`src/rtl/fetch_pkg.sv`:
```
// Shared types for the instruction-fetch front end and the decode-stage register.
package fetch_pkg;

    localparam int FETCH_XLEN = 32;

    // One fetched instruction together with the address it came from.
    typedef struct packed {
        logic [FETCH_XLEN-1:0] pc;
        logic [FETCH_XLEN-1:0] instruction;
    } fetch_entry_t;

    // Instruction addresses are word aligned; the two low bits are forced to zero.
    function automatic logic [FETCH_XLEN-1:0] word_align(input logic [FETCH_XLEN-1:0] addr);
        return {addr[FETCH_XLEN-1:2], 2'b00};
    endfunction

endpackage

```
`src/rtl/fetch_fifo.sv`:
```
// Synchronous FIFO of fetch entries with flush and occupancy count.
// Only pointers and count are reset; the storage array holds data only.
module fetch_fifo
    import fetch_pkg::*;
#(
    parameter int DEPTH = 4,
    parameter int CNT_W = $clog2(DEPTH + 1)
) (
    input  logic               clk,
    input  logic               reset_n,
    input  logic               flush,
    input  logic               push,
    input  fetch_entry_t       push_entry,
    input  logic               pop,
    output fetch_entry_t       head,
    output logic [CNT_W-1:0]   count
);

    localparam int PTR_W = $clog2(DEPTH);

    fetch_entry_t     mem [DEPTH];
    logic [PTR_W-1:0] rd_ptr;
    logic [PTR_W-1:0] wr_ptr;
    logic [CNT_W-1:0] cnt;
    logic             empty;
    logic             full;
    logic             do_push;
    logic             do_pop;

    assign empty   = (cnt == '0);
    assign full    = (cnt == CNT_W'(DEPTH));
    assign do_pop  = pop & ~empty & ~flush;
    // A write into a full queue is only legal when the head leaves the same cycle.
    assign do_push = push & ~flush & (~full | do_pop);

    // Storage write; no reset on the data array.
    always_ff @(posedge clk) begin
        if (do_push) begin
            mem[wr_ptr] <= push_entry;
        end
    end

    // Pointer and count update; a flush empties the queue in one edge.
    always_ff @(posedge clk or negedge reset_n) begin
        if (!reset_n) begin
            rd_ptr <= '0;
            wr_ptr <= '0;
            cnt    <= '0;
        end else if (flush) begin
            rd_ptr <= '0;
            wr_ptr <= '0;
            cnt    <= '0;
        end else begin
            if (do_push) begin
                wr_ptr <= wr_ptr + 1'b1;
            end
            if (do_pop) begin
                rd_ptr <= rd_ptr + 1'b1;
            end
            case ({do_push, do_pop})
                2'b10:   cnt <= cnt + 1'b1;
                2'b01:   cnt <= cnt - 1'b1;
                default: cnt <= cnt;
            endcase
        end
    end

    assign head  = mem[rd_ptr];
    assign count = cnt;

endmodule

```
`src/rtl/fetch_queue.sv`:
```
// Prefetching instruction-fetch front end: issues sequential ROM requests,
// tolerates ROM wait states, queues (pc, instruction) pairs for decode and
// flushes/refetches on a redirect from execute.
// XLEN must match fetch_pkg::FETCH_XLEN, since the queue stores fetch_entry_t.
module fetch_queue
    import fetch_pkg::*;
#(
    parameter int              XLEN     = 32,
    parameter int              DEPTH    = 4,
    parameter logic [XLEN-1:0] RESET_PC = '0
) (
    input  logic                       clk,
    input  logic                       reset_n,
    output logic [XLEN-1:0]            rom_address,
    output logic                       rom_enable,
    input  logic [XLEN-1:0]            rom_data,
    input  logic                       rom_wait,
    input  logic                       redirect_valid,
    input  logic [XLEN-1:0]            redirect_pc,
    output logic                       out_valid,
    input  logic                       out_ready,
    output logic [XLEN-1:0]            out_pc,
    output logic [XLEN-1:0]            out_instruction,
    output logic [$clog2(DEPTH+1)-1:0] occupancy
);

    localparam int CNT_W = $clog2(DEPTH + 1);

    logic [XLEN-1:0]  fetch_pc;
    logic [XLEN-1:0]  inflight_pc;
    logic [XLEN-1:0]  redirect_target;
    logic             inflight;
    logic             drop;
    logic             req_accept;
    logic             resp;
    logic             push;
    logic             pop;
    logic [CNT_W:0]   credit_used;
    logic [CNT_W-1:0] count;
    fetch_entry_t     push_entry;
    fetch_entry_t     head;

    assign redirect_target = word_align(redirect_pc);
    assign rom_address     = redirect_valid ? redirect_target : fetch_pc;

    // Credit rule: a slot is reserved for every request in flight, so a
    // response can always be written without overflowing the queue.
    assign credit_used = {1'b0, count} + {{CNT_W{1'b0}}, inflight};
    assign rom_enable  = redirect_valid | (credit_used < (CNT_W+1)'(DEPTH));

    assign req_accept = rom_enable & ~rom_wait;
    assign resp       = inflight & ~rom_wait;
    // A response in a redirect cycle, or one marked stale, belongs to the old stream.
    assign push       = resp & ~drop & ~redirect_valid;

    assign out_valid  = (count != '0);
    assign pop        = out_valid & out_ready;
    assign push_entry = '{pc: inflight_pc, instruction: rom_data};

    fetch_fifo #(
        .DEPTH (DEPTH),
        .CNT_W (CNT_W)
    ) u_fifo (
        .clk        (clk),
        .reset_n    (reset_n),
        .flush      (redirect_valid),
        .push       (push),
        .push_entry (push_entry),
        .pop        (pop),
        .head       (head),
        .count      (count)
    );

    // The storage array is not reset, so the head is masked to zero while
    // the queue is empty; while valid it is the registered head entry.
    assign out_pc          = out_valid ? head.pc : '0;
    assign out_instruction = out_valid ? head.instruction : '0;
    assign occupancy       = count;

    // Request, in-flight and stale-response tracking.
    always_ff @(posedge clk or negedge reset_n) begin
        if (!reset_n) begin
            fetch_pc    <= RESET_PC;
            inflight_pc <= '0;
            inflight    <= 1'b0;
            drop        <= 1'b0;
        end else begin
            if (req_accept) begin
                fetch_pc    <= rom_address + XLEN'(4);
                inflight_pc <= rom_address;
            end else if (redirect_valid) begin
                fetch_pc    <= redirect_target;
            end

            if (req_accept) begin
                inflight <= 1'b1;
            end else if (resp) begin
                inflight <= 1'b0;
            end

            // A redirect while the ROM is still holding an old request marks
            // that response stale; it is discarded when it finally arrives.
            if (redirect_valid && inflight && rom_wait) begin
                drop <= 1'b1;
            end else if (resp) begin
                drop <= 1'b0;
            end
        end
    end

endmodule

```
`config.mk`:
```
export PLATFORM = sky130hd
export DESIGN_NAME = fetch_queue
export DESIGN_NICKNAME = d
export VERILOG_FILES = /design/src/rtl/fetch_pkg.sv /design/src/rtl/fetch_fifo.sv /design/src/rtl/fetch_queue.sv
export SDC_FILE = /design/constraint.sdc
export NUM_CORES = 1
export LEC_CHECK = 0
export BUFFER_PORTS_ARGS = -buffer_cell sky130_fd_sc_hd__buf_2
export CAP_MARGIN = 10
export CORE_ASPECT_RATIO = 1.2
export CORE_MARGIN = 1.5
export CORE_UTILIZATION = 58
export CTS_CLUSTER_DIAMETER = 30
export CTS_CLUSTER_SIZE = 14
export DETAILED_ROUTE_END_ITERATION = 16
export PLACE_DENSITY_LB_ADDON = 0.05
export SLEW_MARGIN = 0
export SYNTH_ARGS = -nofsm -noshare
export SYNTH_HDL_FRONTEND = slang
export SYNTH_SLANG_ARGS = --single-unit
```
`constraint.sdc`:
```
create_clock -name clk -period 4.8 [get_ports clk]
set_input_delay 0.72 -clock clk [delete_from_list [all_inputs] [get_ports clk]]
set_output_delay 0.72 -clock clk [all_outputs]
set_load 0.02 [all_outputs]
```
Yosys cells after proc, flatten, opt, wreduce, memory -nomap -nowiden
Memory sizes are Yosys's and may differ from the RTL's.
Index checks and enable logic that the tools add are counted.

cells by class
  bitwise operators = 16
  equal/unequal tests = 3
  order comparisons = 1
  mux-type cells = 15
  reductions and logical operators = 9
  add/subtract/negate cells = 6

operators by type and width
  kind                                                         count
  2-to-1 mux 32 bit                                            4
  adder 32 x 3 -> 32 bit (second input constant)               1
  bitwise AND 1 bit                                            9
  2-to-1 mux 2 bit                                             4
  nonzero test 2 bit                                           4
  one-hot mux 3 bit (2 select lines)                           1
  nonzero test 3 bit                                           2
  2-to-1 mux 1 bit                                             5
  inverter 1 bit                                               5
  adder 2 x 1 -> 2 bit (second input constant)                 2
  adder 3 x 1 -> 4 bit                                         1
  less-than comparator 4 x 3 -> 1 bit (second input constant)  1
  adder 3 x 1 -> 3 bit (second input constant)                 1
  == test 3 bit (second input constant)                        1
  logical NOT 3 bit                                            1
  2-to-1 mux 3 bit                                             1
  subtractor 3 x 1 -> 3 bit (second input constant)            1
  == test 2 x 1 -> 1 bit (second input constant)               1
  == test 2 bit (second input constant)                        1
  logical AND 1 bit                                            2
  bitwise OR 1 bit                                             2

storage, ports and cells
  logic and storage cells = 58
  register bits after elaboration = 73
  input bits = 69
  RAM bits = 256
  output and inout port bits = 101
  memories kept = 1

memories
  memory      words  bits a word  read ports  clocked after memory_dff  wr ports  RTL line          source
  u_fifo.mem  4      64           1           0                         1         fetch_fifo.sv:21  fetch_entry_t mem [DEPTH];

Depth between registers and ports, before layout
  depth in word-level cells = 9
  gate-level depth with buffers = 12
  gate-level depth less buffers = 7

By module
Synthesis repeated with hierarchy kept, for this count alone.

unflattened totals
  cells, all modules = 800
  area, all modules = 13521.7 µm²

by module, submodules not included
  module       sequential area each (µm²)  cells each  area an instance (µm²)  times used
  fetch_fifo   7862.5                      380         9684.3                  1
  fetch_queue  1651.6                      420         3837.4                  1

Worst setup path before layout
Ideal clock, no wire load.

  path type = input port to flip-flop
  start point = input port redirect_valid
  end point = memory u_fifo.mem[0][0] (netlist bit) (enable)
  buffers on the path = 5
  required time = 4.371 ns
  data arrival time = 3.522 ns
  stages on the path = 7
  library setup time = 0.429 ns
  slack = 0.850 ns
  cell sequence = buf_6 > buf_6 > buf_8 > buf_8 > buf_2 > a311oi_1 > and2_1

on the way
  word-level cells in the longest chain between the ends = 6
  elaborated cells on any way between the ends = 8
  classes of those cells = mux (2); bitwise (6)

RTL lines
  what                                                          RTL line                                               source
  from (decl)                                                   fetch_queue.sv:18                                      input logic redirect_valid,
  inverter 1 bit *                                              fetch_fifo.sv:32, fetch_fifo.sv:34, fetch_queue.sv:54
  bitwise AND 1 bit, on equally long branches                   fetch_queue.sv:54, fetch_fifo.sv:32
  bitwise AND 1 bit / bitwise OR 1 bit (equally long branches)  fetch_fifo.sv:34                                       assign do_push = push & ~flush & (~full | do_pop);
  bitwise AND 1 bit *                                           fetch_fifo.sv:34
  2-to-1 mux 1 bit *                                            fetch_fifo.sv:38                                       if (do_push) begin
  2-to-1 mux 1 bit (implied by the code) *                      fetch_fifo.sv:39                                       mem[wr_ptr] <= push_entry;
  to (decl)                                                     fetch_fifo.sv:21

Every way passes the cells marked *; elsewhere a longest branch is shown, timed or not.

Worst setup path after layout
  start point = register u_fifo.rd_ptr[0]
  end point = output port out_pc[14]

on the way
  word-level cells in the longest chain between the ends = 2

RTL lines
  what                      RTL line           source
  from (decl)               fetch_fifo.sv:22   logic [PTR_W-1:0] rd_ptr;
  from (signal assigned)    fetch_fifo.sv:58   rd_ptr <= rd_ptr + 1'b1;
  memory read (4 x 64 bit)  n/a
  2-to-1 mux 32 bit         fetch_queue.sv:76  assign out_pc = out_valid ? head.pc : '0;
  to (decl)                 fetch_queue.sv:22  output logic [XLEN-1:0] out_pc,

Every way passes these cells.

==> impl_results.md <==
* Area added between synthesis and finish at 20.9%
* Clk root buf: clkbuf_16
* Core area at approximately 22000 um^2
* Worst slew pin tran at between 1 and 1.5 ns
* Clock Latency Late Sink at 0.53 ns
* Synth Cell Area at 13300 um^2
* Global route overflow at 0
* Pre-CTS WS at around 1.2 ns
* Initial drt markers at ~440
* Post-synthesis cell type count at 54
* Core Util, Final at 0.717
* DR vias/cell at about 5.7
* Initial Utilization at 0.593
* Post-synth EDFFs at around 260
* CP startpoint kind: flip-flop
* Die area at between 20000 and 25000 um^2
* PD cells at approximately 500 nW/um^2
* Top cell type's share of synthesized area at 0.577
* CTS H-tree depth at 2
* TritonCTS clock tree: done
* Gr usage total at 0.228
* Synth top area cells: edfxtp_1 58%, dfrtp_1 14%, mux4_2 11%
* Setup TNS at 0 ns
* Post-route clock period utilization at 0.714
* CP required at 4.08 ns
* Nets at about 1000
* Critical path arrival at between 2 and 3 ns
* Max-cap violations at 0
* Bufs on Longest Clock Path at 3
* DP Area at between 10000 and 15000 um^2
* Port bufs at between 150 and 200
* Syn Nets at just over 800
* Pins Over Slew Limit at 0
* CP Capture Type: primary output
* Synth warnings at 0
* F_max at 292 MHz
* Maximum VDD drop at 0.332 mV
* Pre-antenna DRT Iters at 4
* LEAKAGE at 0.00599 uW
* DPL Wire Length at around 16000 um
* Critical path class: flip-flop to primary output
* First-pass GRT wire length at between 40000 and 50000 um
* GP Congestion at about 0.85
* Post_cts resized at 0
* ANT nets after route at 0
* Number of cells produced by synthesis at approximately 740
* Hold Crit Class: input pin to async pin
* Syn avg cell area at around 18 um^2
* Final Power at just over 8000 uW
* Clock skew after layout at 0.0121 ns
* WL final at roughly 26000 um
* Async S/R FF share, synth at 0.222
* Clk sinks at approximately 330
* Final min period at 3.43 ns
* Die Width at 141 um
* Status: completed
* Endpoints failing setup at 0
* Synth area leader: edfxtp_1
* Rows at 60
* CTS buffer count at 49
* Max Fanout on Critical Path at 36
* Relative slew slack at 0.302
* CTS clk-pin slew, worst paths at 0.06 ns
* Initial antenna violation count at 0
* Vias in the first global route at 7746
* Via count at between 7000 and 8000
* I/O pins at 170
* Final Hold Fails at 0
* Ys flop type: edfxtp_1
* Final instance area at roughly 16000 um^2
* DR WL/cell at about 21 um
* RSZ-0062 raised after global routing: false
* Hold Buf Count CTS at 0
* Final WS setup at roughly 1.4 ns
* Layout filler cell count at 1399
* Number of synthesized register bits at roughly 330
* Die H at between 150 and 200 um
* DRC at 0
* Seq/Total Area, Yosys at 0.715
* Share of cells above drive strength 1 at 0.380
* Post-CTS Setup Inserts at 0
* Largest net degree at the start of global routing at 74
* Antenna diodes at 0
-- critical path, cell delays in order (launching register included) --
cell and delay, ns:
dfrtp_4 0.83, buf_12 0.37, mux4_2 0.57, and2_1 0.18
buf_2 0.17
-- kinds of logic after synthesis --
| group | count (synthesis) | synth area share |
|---|---|---|
| fa+ha+maj | 6 | 0.00620 |
| buf+inv | 56 | 0.0198 |
| xor+xnor | 31 | 0.0204 |
| mux | 112 | 0.148 |
| compound gates | 40 | 0.0189 |
| flops | 329 | 0.715 |
| simple gates | 167 | 0.0726 |
-- stage by stage --
step	hold WS (ns)	cells
floorplan	0.424	741
global placement	0.481	1156
detailed placement	0.504	1156
CTS	0.381	1245
global route	0.393	1245
finish	0.338	1245
-- routing by layer --
metal | track usage | vias up | wire length [um]
li1 | - | 3229 | -
met1 | 0.300 | 3630 | 10900
met2 | 0.388 | 232 | 13500
met3 | 0.0376 | 55 | 1320
met4 | 0.0793 | 0 | 664
met5 | 0 | - | 0
-- cell usage after synthesis, types with 4 or more instances --
| master | number |
|---|---|
| nand3_1 | 12 |
| nor3_1 | 4 |
| inv_1 | 20 |
| xor2_1 | 4 |
| and2_1 | 69 |
| nand2_1 | 34 |
| dfrtp_1 | 73 |
| and3_1 | 4 |
| xnor2_1 | 27 |
| a21oi_1 | 8 |
| clkbuf_1 | 17 |
| buf_1 | 4 |
| mux2_2 | 30 |
| edfxtp_1 | 256 |
| mux2i_1 | 16 |
| ha_1 | 5 |
| mux4_2 | 64 |
| o21ai_0 | 19 |
| nor2_1 | 10 |
| buf_2 | 10 |
| nand4_1 | 9 |
-- layout by cell type, fill, tap and decap left out, types with 10 or more instances in the layout --
cell,instances
clkbuf_16,49
and2_1,65
xnor2_1,27
dfrtp_1,71
edfxtp_1,256
nand2_1,33
nor2_1,10
mux2_2,30
buf_2,166
mux4_2,64
clkinv_2,10
nand3_1,12
mux2i_1,16
inv_1,20
o21ai_0,19
-- cell type report --
type                            instances  area, um^2  area share
Timing Repair Buffer                  172         913      0.0567
Clock buffer                           55        1250      0.0776
Multi-Input combinational cell        356        3550       0.221
Sequential cell                       329        9520       0.591
Clock inverter                         34         440      0.0274
Tap cell                              279         349      0.0217
Inverter                               20        75.1     0.00466
-- state kept, by name, indices dropped and copies added (netlist names) --
register,cells
drop,1
fetch_pc,32
inflight,1
inflight_pc,32
u_fifo.count,3
u_fifo.mem,256
u_fifo.rd_ptr,2
u_fifo.wr_ptr,2
-- power by group --
group | switching [uW] | leakage [uW] | internal [uW] | total, uW
Clock | 1250 | 0.000812 | 2370 | 3610
Combinational | 613 | 0.00198 | 436 | 1050
Sequential | 131 | 0.00320 | 3280 | 3410
Total | 1990 | 0.00599 | 6080 | 8070
-- final timing paths --
kind,from,to,slack [ns],cells past startpoint
max,u_fifo.rd_ptr[0],out_pc[14],1.37,4
min,reset_n,fetch_pc[25],0.34,1
max reg2reg,inflight,u_fifo.mem[3][2],1.63,3
min reg2reg,inflight_pc[28],u_fifo.mem[3][60],0.51,0
max in group asynchronous,reset_n,u_fifo.rd_ptr[0],3.71,1
min in group clk,rom_data[25],u_fifo.mem[3][25],0.41,1
Power figures use the tool's default switching activity.
